File: config.mk
export PLATFORM = sky130hd
export DESIGN_NAME = bankgroup_scheduler
export DESIGN_NICKNAME = d
export VERILOG_FILES = /design/src/rtl/bankgroup_scheduler.sv
export SDC_FILE = /design/constraint.sdc
export NUM_CORES = 1
export LEC_CHECK = 0
export CAP_MARGIN = 20
export CORE_ASPECT_RATIO = 0.6
export CORE_UTILIZATION = 35
export DETAILED_ROUTE_END_ITERATION = 16
export PLACE_DENSITY = 0.68
export SYNTH_ARGS = -nofsm -noshare
export SYNTH_HDL_FRONTEND = slang
export SYNTH_SLANG_ARGS = --single-unit
File: constraint.sdc
create_clock -name clk -period 2.7 [get_ports clk]
set_input_delay 0.54 -clock clk [delete_from_list [all_inputs] [get_ports clk]]
set_output_delay 0.54 -clock clk [all_outputs]
set_load 0.01 [all_outputs]
File: src/rtl/bankgroup_scheduler.sv
// Single-bank-group DRAM command scheduler: round-robin request arbitration,
// open-row tracking per bank, and ACT/PRE/RD/WR sequencing under tRCD/tRP/tRAS/tCCD.
module bankgroup_scheduler #(
    parameter int ADDRWIDTH     = 17,
    parameter int COLS          = 1024,
    parameter int BANKSPERGROUP = 2,
    parameter int NREQ          = 2,
    parameter int TRCD          = 4,
    parameter int TRP           = 4,
    parameter int TRAS          = 10,
    parameter int TCCD          = 4,
    localparam int CADDRWIDTH   = $clog2(COLS),
    localparam int BAWIDTH      = $clog2(BANKSPERGROUP),
    localparam int IDW          = (NREQ > 1) ? $clog2(NREQ) : 1
) (
    input  logic                              clk,
    input  logic                              rst,
    input  logic                              halt,
    input  logic [NREQ-1:0]                   req_valid,
    input  logic [NREQ-1:0]                   req_write,
    input  logic [NREQ*(BAWIDTH+1)-1:0]       req_ba,
    input  logic [NREQ*ADDRWIDTH-1:0]         req_row,
    input  logic [NREQ*CADDRWIDTH-1:0]        req_col,
    output logic [NREQ-1:0]                   req_ready,
    output logic [18:0]                       commands,
    output logic [BAWIDTH:0]                  ba,
    output logic [ADDRWIDTH-1:0]              row,
    output logic [CADDRWIDTH-1:0]             column,
    output logic                              done,
    output logic [IDW-1:0]                    done_id,
    output logic [BANKSPERGROUP-1:0]          bank_open
);

    localparam int BAW  = BAWIDTH + 1;
    localparam int BIW  = (BAWIDTH > 0) ? BAWIDTH : 1;
    localparam int TM1  = (TRAS > TRP) ? TRAS : TRP;
    localparam int TM2  = (TRCD > TCCD) ? TRCD : TCCD;
    localparam int TMAX = (TM1 > TM2) ? TM1 : TM2;
    localparam int CNTW = $clog2(TMAX + 1);

    localparam int C_ACT = 0;
    localparam int C_PRE = 1;
    localparam int C_RD  = 2;
    localparam int C_WR  = 3;

    typedef enum logic [2:0] {IDLE, PRE, WAIT_RP, ACT, WAIT_RCD, CAS} state_t;

    state_t                 r_state, w_next;
    logic [IDW-1:0]         r_last, r_id;
    logic                   r_wr;
    logic [BAW-1:0]         r_rba;
    logic [ADDRWIDTH-1:0]   r_rrow;
    logic [CADDRWIDTH-1:0]  r_rcol;
    logic [BANKSPERGROUP-1:0] r_open;
    logic [ADDRWIDTH-1:0]   r_open_row [BANKSPERGROUP];
    logic [CNTW-1:0]        r_tras [BANKSPERGROUP];
    logic [CNTW-1:0]        r_rp, r_rcd, r_ccd;
    logic [BAW-1:0]         r_ba;
    logic [ADDRWIDTH-1:0]   r_row;
    logic [CADDRWIDTH-1:0]  r_col;

    logic                   w_gnt_found, w_grant, w_hit;
    logic [IDW-1:0]         w_gnt_id;
    logic [BAW-1:0]         w_sel_ba;
    logic [ADDRWIDTH-1:0]   w_sel_row;
    logic [CADDRWIDTH-1:0]  w_sel_col;
    logic [BIW-1:0]         w_sel_bank, w_bank;
    logic [3:0]             w_cmd;

    function automatic logic [CNTW-1:0] sat_dec(input logic [CNTW-1:0] v);
        return (v == '0) ? v : v - CNTW'(1);
    endfunction

    function automatic logic [IDW-1:0] rr_index(input logic [IDW-1:0] last, input int k);
        int i;
        i = (int'(last) + 1 + k) % NREQ;
        return IDW'(i);
    endfunction

    // Round-robin search starting just after the last granted requester
    always_comb begin
        w_gnt_found = 1'b0;
        w_gnt_id    = '0;
        for (int k = 0; k < NREQ; k++) begin
            if (!w_gnt_found && req_valid[rr_index(r_last, k)]) begin
                w_gnt_found = 1'b1;
                w_gnt_id    = rr_index(r_last, k);
            end
        end
    end

    assign w_sel_ba   = req_ba[int'(w_gnt_id)*BAW +: BAW];
    assign w_sel_row  = req_row[int'(w_gnt_id)*ADDRWIDTH +: ADDRWIDTH];
    assign w_sel_col  = req_col[int'(w_gnt_id)*CADDRWIDTH +: CADDRWIDTH];
    assign w_sel_bank = w_sel_ba[BIW-1:0];
    assign w_bank     = r_rba[BIW-1:0];
    assign w_hit      = r_open[w_sel_bank] && (r_open_row[w_sel_bank] == w_sel_row);
    assign w_grant    = (r_state == IDLE) && !halt && rst && w_gnt_found;

    always_comb begin
        w_next = r_state;
        w_cmd  = '0;
        case (r_state)
            IDLE: begin
                if (w_grant) begin
                    if (w_hit)                   w_next = CAS;
                    else if (r_open[w_sel_bank]) w_next = PRE;
                    else                         w_next = ACT;
                end
            end
            PRE: begin
                if (!halt && r_tras[w_bank] == '0) begin
                    w_cmd[C_PRE] = 1'b1;
                    w_next       = WAIT_RP;
                end
            end
            WAIT_RP: begin
                if (!halt && r_rp <= CNTW'(1)) w_next = ACT;
            end
            ACT: begin
                if (!halt && r_rp == '0) begin
                    w_cmd[C_ACT] = 1'b1;
                    w_next       = WAIT_RCD;
                end
            end
            WAIT_RCD: begin
                if (!halt && r_rcd <= CNTW'(1)) w_next = CAS;
            end
            CAS: begin
                if (!halt && r_rcd == '0 && r_ccd == '0) begin
                    w_cmd[r_wr ? C_WR : C_RD] = 1'b1;
                    w_next = IDLE;
                end
            end
            default: w_next = IDLE;
        endcase
        if (!rst) begin
            w_cmd  = '0;
            w_next = IDLE;
        end
    end

    always_ff @(posedge clk) begin
        if (!rst) begin
            r_state <= IDLE;
            r_last  <= IDW'(NREQ - 1);
            r_id    <= '0;
            r_open  <= '0;
            r_rp    <= '0;
            r_rcd   <= '0;
            r_ccd   <= '0;
            for (int b = 0; b < BANKSPERGROUP; b++) r_tras[b] <= '0;
            r_ba    <= '0;
            r_row   <= '0;
            r_col   <= '0;
        end else if (!halt) begin
            r_state <= w_next;
            r_rp    <= sat_dec(r_rp);
            r_rcd   <= sat_dec(r_rcd);
            r_ccd   <= sat_dec(r_ccd);
            for (int b = 0; b < BANKSPERGROUP; b++) r_tras[b] <= sat_dec(r_tras[b]);
            if (w_grant) begin
                r_last <= w_gnt_id;
                r_id   <= w_gnt_id;
            end
            // Loads are one less than the parameter: the issuing edge counts as the first cycle
            if (w_cmd[C_PRE]) begin
                r_open[w_bank] <= 1'b0;
                r_rp           <= CNTW'(TRP - 1);
            end
            if (w_cmd[C_ACT]) begin
                r_open[w_bank] <= 1'b1;
                r_tras[w_bank] <= CNTW'(TRAS - 1);
                r_rcd          <= CNTW'(TRCD - 1);
            end
            if (w_cmd[C_RD] || w_cmd[C_WR]) r_ccd <= CNTW'(TCCD - 1);
            if (|w_cmd) begin
                r_ba  <= r_rba;
                r_row <= r_rrow;
                r_col <= r_rcol;
            end
        end
    end

    always_ff @(posedge clk) begin
        if (w_grant) begin
            r_wr   <= req_write[w_gnt_id];
            r_rba  <= w_sel_ba;
            r_rrow <= w_sel_row;
            r_rcol <= w_sel_col;
        end
        if (w_cmd[C_ACT]) r_open_row[w_bank] <= r_rrow;
    end

    assign req_ready = w_grant ? (NREQ'(1) << w_gnt_id) : '0;
    assign commands  = {15'b0, w_cmd};
    assign ba        = (|w_cmd) ? r_rba  : r_ba;
    assign row       = (|w_cmd) ? r_rrow : r_row;
    assign column    = (|w_cmd) ? r_rcol : r_col;
    assign done      = w_cmd[C_RD] | w_cmd[C_WR];
    assign done_id   = r_id;
    assign bank_open = r_open;

endmodule

# After elaboration in Yosys (flattened, before gate mapping)

Memories as Yosys holds them, arrays and structs flattened. A register that Yosys moved wholly into a read port is not among the register bits.
Cells that the tools add are included.

$add $sub $neg: 7
Multipliers: 2
Div/mod/pow operators: 0
$lt $le $gt $ge: 10
Equality and inequality tests: 15
Shift operators: 4
Multiplexer cells: 61
Bitwise gates (word level): 7
Reduce and logical (&&, ||, !) cells: 29

Operators by type and width:

| operator                                                        | number |
|---|---|
| 2-to-1 mux 4 bit                                                | 12 |
| indexed part select 34 x 7 -> 17 bit                            | 1 |
| 2-to-1 mux 1 bit                                                | 27 |
| zero test 4 bit                                                 | 6 |
| 2-to-1 mux 3 bit                                                | 7 |
| indexed part select 20 x 6 -> 10 bit                            | 1 |
| subtractor 4 x 1 -> 4 bit (second input constant)               | 5 |
| one-hot mux 3 bit (6 select lines)                              | 1 |
| == test 17 bit                                                  | 1 |
| 2-to-1 mux 17 bit                                               | 1 |
| 2-to-1 mux 2 bit                                                | 8 |
| inequality test 2 bit (second input constant)                   | 8 |
| logical AND 1 bit                                               | 13 |
| < comparator 1 x 2 -> 1 bit (second input constant)             | 5 |
| 2-to-1 mux 10 bit                                               | 1 |
| less-or-equal comparator 4 x 1 -> 1 bit (second input constant) | 2 |
| AND reduction 2 bit                                             | 4 |
| AND reduction 7 bit                                             | 1 |
| == test 3 x 2 -> 1 bit (second input constant)                  | 2 |
| == test 3 bit (second input constant)                           | 2 |
| multiplier 1 x 5 -> 6 bit (second input constant)               | 1 |
| multiplier 1 x 3 -> 4 bit (second input constant)               | 1 |
| one-hot mux 1 bit (2 select lines)                              | 2 |
| OR reduction 4 bit                                              | 1 |
| other kinds (18)                                                | 22 |

Register bits: 78
Bits in latches: 0
Bits in writable memories: 42
ROM bits: 0
Output and inout port bits: 54
Word-level logic and storage cells: 151
Memories kept: 2

Memory list:

| memory     | words | width | read ports | clocked after Yosys merged registers in | write ports | line | text |
|---|---|---|---|---|---|---|---|
| r_open_row | 2     | 17    | 1          | 0                                       | 1           | 55   | `logic [ADDRWIDTH-1:0] r_open_row [BANKSPERGROUP];` |
| r_tras     | 2     | 4     | 3          | 1                                       | 3           | 56   | `logic [CNTW-1:0] r_tras [BANKSPERGROUP];` |

# Depth between registers and ports, before layout

Word-level depth: 14
Gate-level depth with buffers: 11
Gate-level depth less buffers: 9

# Least setup slack after synthesis

No wires, ideal clock.

Kind: register -> register
From: register r_rp[0]
To: memory r_open_row[0][0], enable pin
Arrival time: 2.480 ns
Setup slack: -0.193 ns
Stages on the path, launching flop included: 7
Buffers on the path: 1
Period minus slack after synthesis: 2.893 ns
Cell sequence: dfxtp_1 inv_1 ha_1 nand2_1 or4_1 clkbuf_1 nor3_1

Word-level cells in the longest chain between the ends: 7

Ends and longest elaborated chain:

| what                                   | line | text |
|---|---|---|
| start: declaration                     | 57   | `logic [CNTW-1:0] r_rp, r_rcd, r_ccd;` |
| start signal: assignment               | 158  | `r_rp <= sat_dec(r_rp);` |
| start signal: assignment               | 169  | `r_rp <= CNTW'(TRP - 1);` |
| zero test 4 bit                        | 121  | `if (!halt && r_rp == '0) begin` |
| logical AND 1 bit                      | 121  |  |
| 2-to-1 mux 1 bit                       | 121  |  |
| one-hot mux 1 bit (2 select lines)     | 103  | `case (r_state)` |
| 2-to-1 mux 4 bit                       | 137  | `if (!rst) begin` |
| 2-to-1 mux 1 bit                       | 192  | `if (w_cmd[C_ACT]) r_open_row[w_bank] <= r_rrow;` |
| 2-to-1 mux 1 bit (implied by the code) | 192  |  |
| end: declaration                       | 55   |  |

No other way between the ends.

==> impl_metrics.ini <==
[sta]
max_slew_margin_pct = 63.2
fin_ws_ps = -417
fin_hold_ws_ps = 456
rsz0062_at_grt = true
setup-violations-final = 32
worst_pin_slew_ps = 546
drv_slew = 0
clock_skew_ps = 11.4
finalCritPeriodShare_pct = 115
max_freq_mhz = 321
period_needed_ps = 3120
hold_violations = 0

[cts]
ctsHtreeMaxLevel = 4
cts.path.max_buffers = 2
path_clk_slew_ps = 50
tritoncts = built
clkLatencyLatePin_ps = 410
cts_hold_buf = 0
root_buffer = clkbuf_16
cts_num_sinks = 121
numCtsBuffers = 17

[floorplan]
core_area_um2 = 14900
die_area_um2 = 16200
initial_core_util_pct = 36.8
row_count = 34
die_h_um = 98.9
pin_count = 119
die_width_um = 164

[global_routing]
grt_pass1_wl_um = 21100
grt_usage_pct = 17.3
grt_pass1_vias = 4103
grt_max_degree = 31
antenna_found_initial = 0
overflow = 0

[critical_path]
worstPathRequired_ps = 2160
end_kind = primary output
critPathTopFamily = simple AND/OR/NAND/NOR gates
cp.arrival_ps = 2580
path_buf_inv = 3
crit_path_frequent_cell = buf_6
worstPathMaxFanout = 8
cpMaxStageDelayCell = or4_4
critical_path_class = flip-flop to primary output
worstPathCellList = nor4_2 -> mux2i_2 -> or4_4 -> a21oi_4 -> nor2_4 -> buf_6 -> buf_4 -> mux2_2 -> buf_6
crit_path_start_kind = flip-flop
critPathMaxStageDelay_ps = 460

[placed_design]
dp_slack_ps = -691
port_buffers = 103
gp_congestion = 0.875
dp_hpwl_um = 9570

[drt]
drtIter0Drc = 213
via_per_inst = 4.71
drc = 0
wl_per_cell_um = 16.4
ant_nets = 0
routed-via-count = 3963
dr.pass1.iters = 4
drt-total-wl_um = 13800

[power_and_ir_drop]
switching_share_pct = 29.5
p_leak_uw = 0.00324
ir_drop_v = 0.000342
comb_power_share_pct = 32.4
switchingPower_uw = 1880
p_clk_share_pct = 30.8
pwr-share-seq_pct = 36.7
powerDensity_nw_per_um2 = 799
internal_power_uw = 4480

[min_path]
hold_class = flip-flop to flip-flop

[yosys]
ys_warn_count = 0
yosys.cell_types.count = 42
ys_seq_elements = 121
ys.flop_type = edfxtp_1
netlist_instances = 453
async_flop_share_pct = 0
ys_seq_area_share_pct = 55.9
syn-cell-area_um2 = 5480
syn_avg_cell_area_um2 = 12.1
synth_edf_count = 64

[final_layout]
final_nets = 704
syn_to_final_growth_pct = 45.3
antenna_cells = 0
drive_above_1_share_pct = 34.7

[outcome]
violations = negative setup slack
status = finished with violations

[run]
drv_cap = 0
## metal layers
metal,share of wire [%],global-route usage [%],wire [um],vias to the layer above
li1,-,-,-,1929
met1,50,24.0,6850,1900
met2,44,26.6,6040,119
met3,5.6,4.34,766,15
met4,1.0,5.20,142,0
met5,0,0,0,-
## worst reg2reg max path, cell delays in order, from the launching register on
cell and delay, ps:
dfxtp_2 320, inv_2 80, ha_4 140, nor3b_4 200
nand4b_1 210, buf_4 200, buf_4 130, mux2i_2 160
o2111ai_2 190, nor4_2 270, buf_4 170, and4b_1 200
a21o_1 110
## power by group through the flow
| stage | Clock (uW) | Combinational (uW) | Sequential (uW) |
|---|---|---|---|
| floorplan | 0 | 978 | 2320 |
| global placement | 0 | 1730 | 2320 |
| detailed placement | 0 | 1810 | 2330 |
| CTS | 2000 | 2020 | 2320 |
| global route | 2080 | 2280 | 2350 |
| finish | 1960 | 2060 | 2340 |
## area by class of cell
class,instances,area [um2]
Tap cell,198,248
Fill cell,1259,6930
Multi-Input combinational cell,292,2350
Sequential cell,121,3070
Clock inverter,9,52.6
Timing Repair Buffer,179,1710
Clock buffer,23,458
Inverter,19,71.3
## registers in the layout (all words and copies together), names as in the netlist, named ones only
register,flops
r_wr,1
r_open_row,34
r_ccd,4
done_id,1
r_rcol,10
r_tras,8
r_rcd,4
r_rba,2
r_col,10
r_last,1
r_ba,2
r_row,17
r_state,3
r_rrow,17
r_rp,4
## cell usage in the layout (no fill, tap or decap), types with 19 or more instances in the layout
master / count
nand2_1: 20
nor2_1: 25
dfxtp_1: 53
clkbuf_16: 19
buf_6: 30
edfxtp_1: 64
and2_1: 31
a21oi_1: 20
mux2_2: 44
buf_4: 64
clkdlybuf4s50_1: 68
## cell families after synthesis
kind of cell	count (synthesis)	synth area share [%]
buffers and inverters	54	5.12
AO/OA/AOI/OAI	46	5.05
XOR/XNOR	26	4.16
flip-flops	121	55.9
adder cells (fa/ha/maj)	9	2.06
AND/OR/NAND/NOR	117	11.2
multiplexers	79	16.4
other	1	0.0684
## cells in the mapped netlist (2+ instances only)
library cell	n	share of area (%)
and3_1	2	0.23
xor2_1	10	1.6
or4_1	5	0.69
a21oi_1	20	1.8
mux2_2	48	9.9
dfxtp_1	57	21
o2111ai_1	2	0.32
nand2_1	21	1.4
a211oi_1	2	0.27
edfxtp_1	64	35
nor3_1	12	1.1
mux2_4	10	2.7
nand3_1	3	0.27
o22ai_1	5	0.57
nor4_1	6	0.69
xnor2_1	16	2.6
buf_4	15	2.1
o21ai_0	8	0.73
nor2_1	27	1.8
ha_1	9	2.1
buf_6	2	0.41
mux2i_1	21	3.8
and2_1	31	3.5
inv_1	18	1.2
a31oi_1	2	0.23
a21o_1	3	0.41
nand2b_1	3	0.34
buf_2	5	0.46
clkbuf_1	13	0.89
## metrics by stage
stage               area (um2)  power (uW)  instances  utilization (%)  setup TNS, ps
floorplan                 5540        3300        467                -              0
global route              7960        6710        841             53.5         -14100
finish                    7960        6360        841             53.5         -10140
detailed placement        7150        4140        795             48.1         -22250
CTS                       7860        6350        842             52.8         -11210
global placement          7150        4050        795             48.1         -20730
## what timing repair did
action | CTS | global route
pin swaps | 5 | 11
cloned | 0 | 2
endpoints found under the setup margin | 36 | 39
gates resized for setup | 168 | 32
hold endpoints to repair | 0 | 0
buffers inserted | 15 | 3
## final timing paths
kind                                   from  slack [ps]  depth (start not counted)                 endpoint
setup / recovery  r_tras[0][2]$_SDFFE_PP0P_        -420                          9                  row[13]
hold / removal         done_id$_SDFFE_PN0P_         460                          2     done_id$_SDFFE_PN0P_
setup reg to reg      r_ccd[0]$_SDFFE_PN0P_         280                         12  r_state[2]$_SDFFE_PN0P_
hold reg to reg        done_id$_SDFFE_PN0P_         460                          2     done_id$_SDFFE_PN0P_
Note: power is estimated with default switching activity, not from simulation.
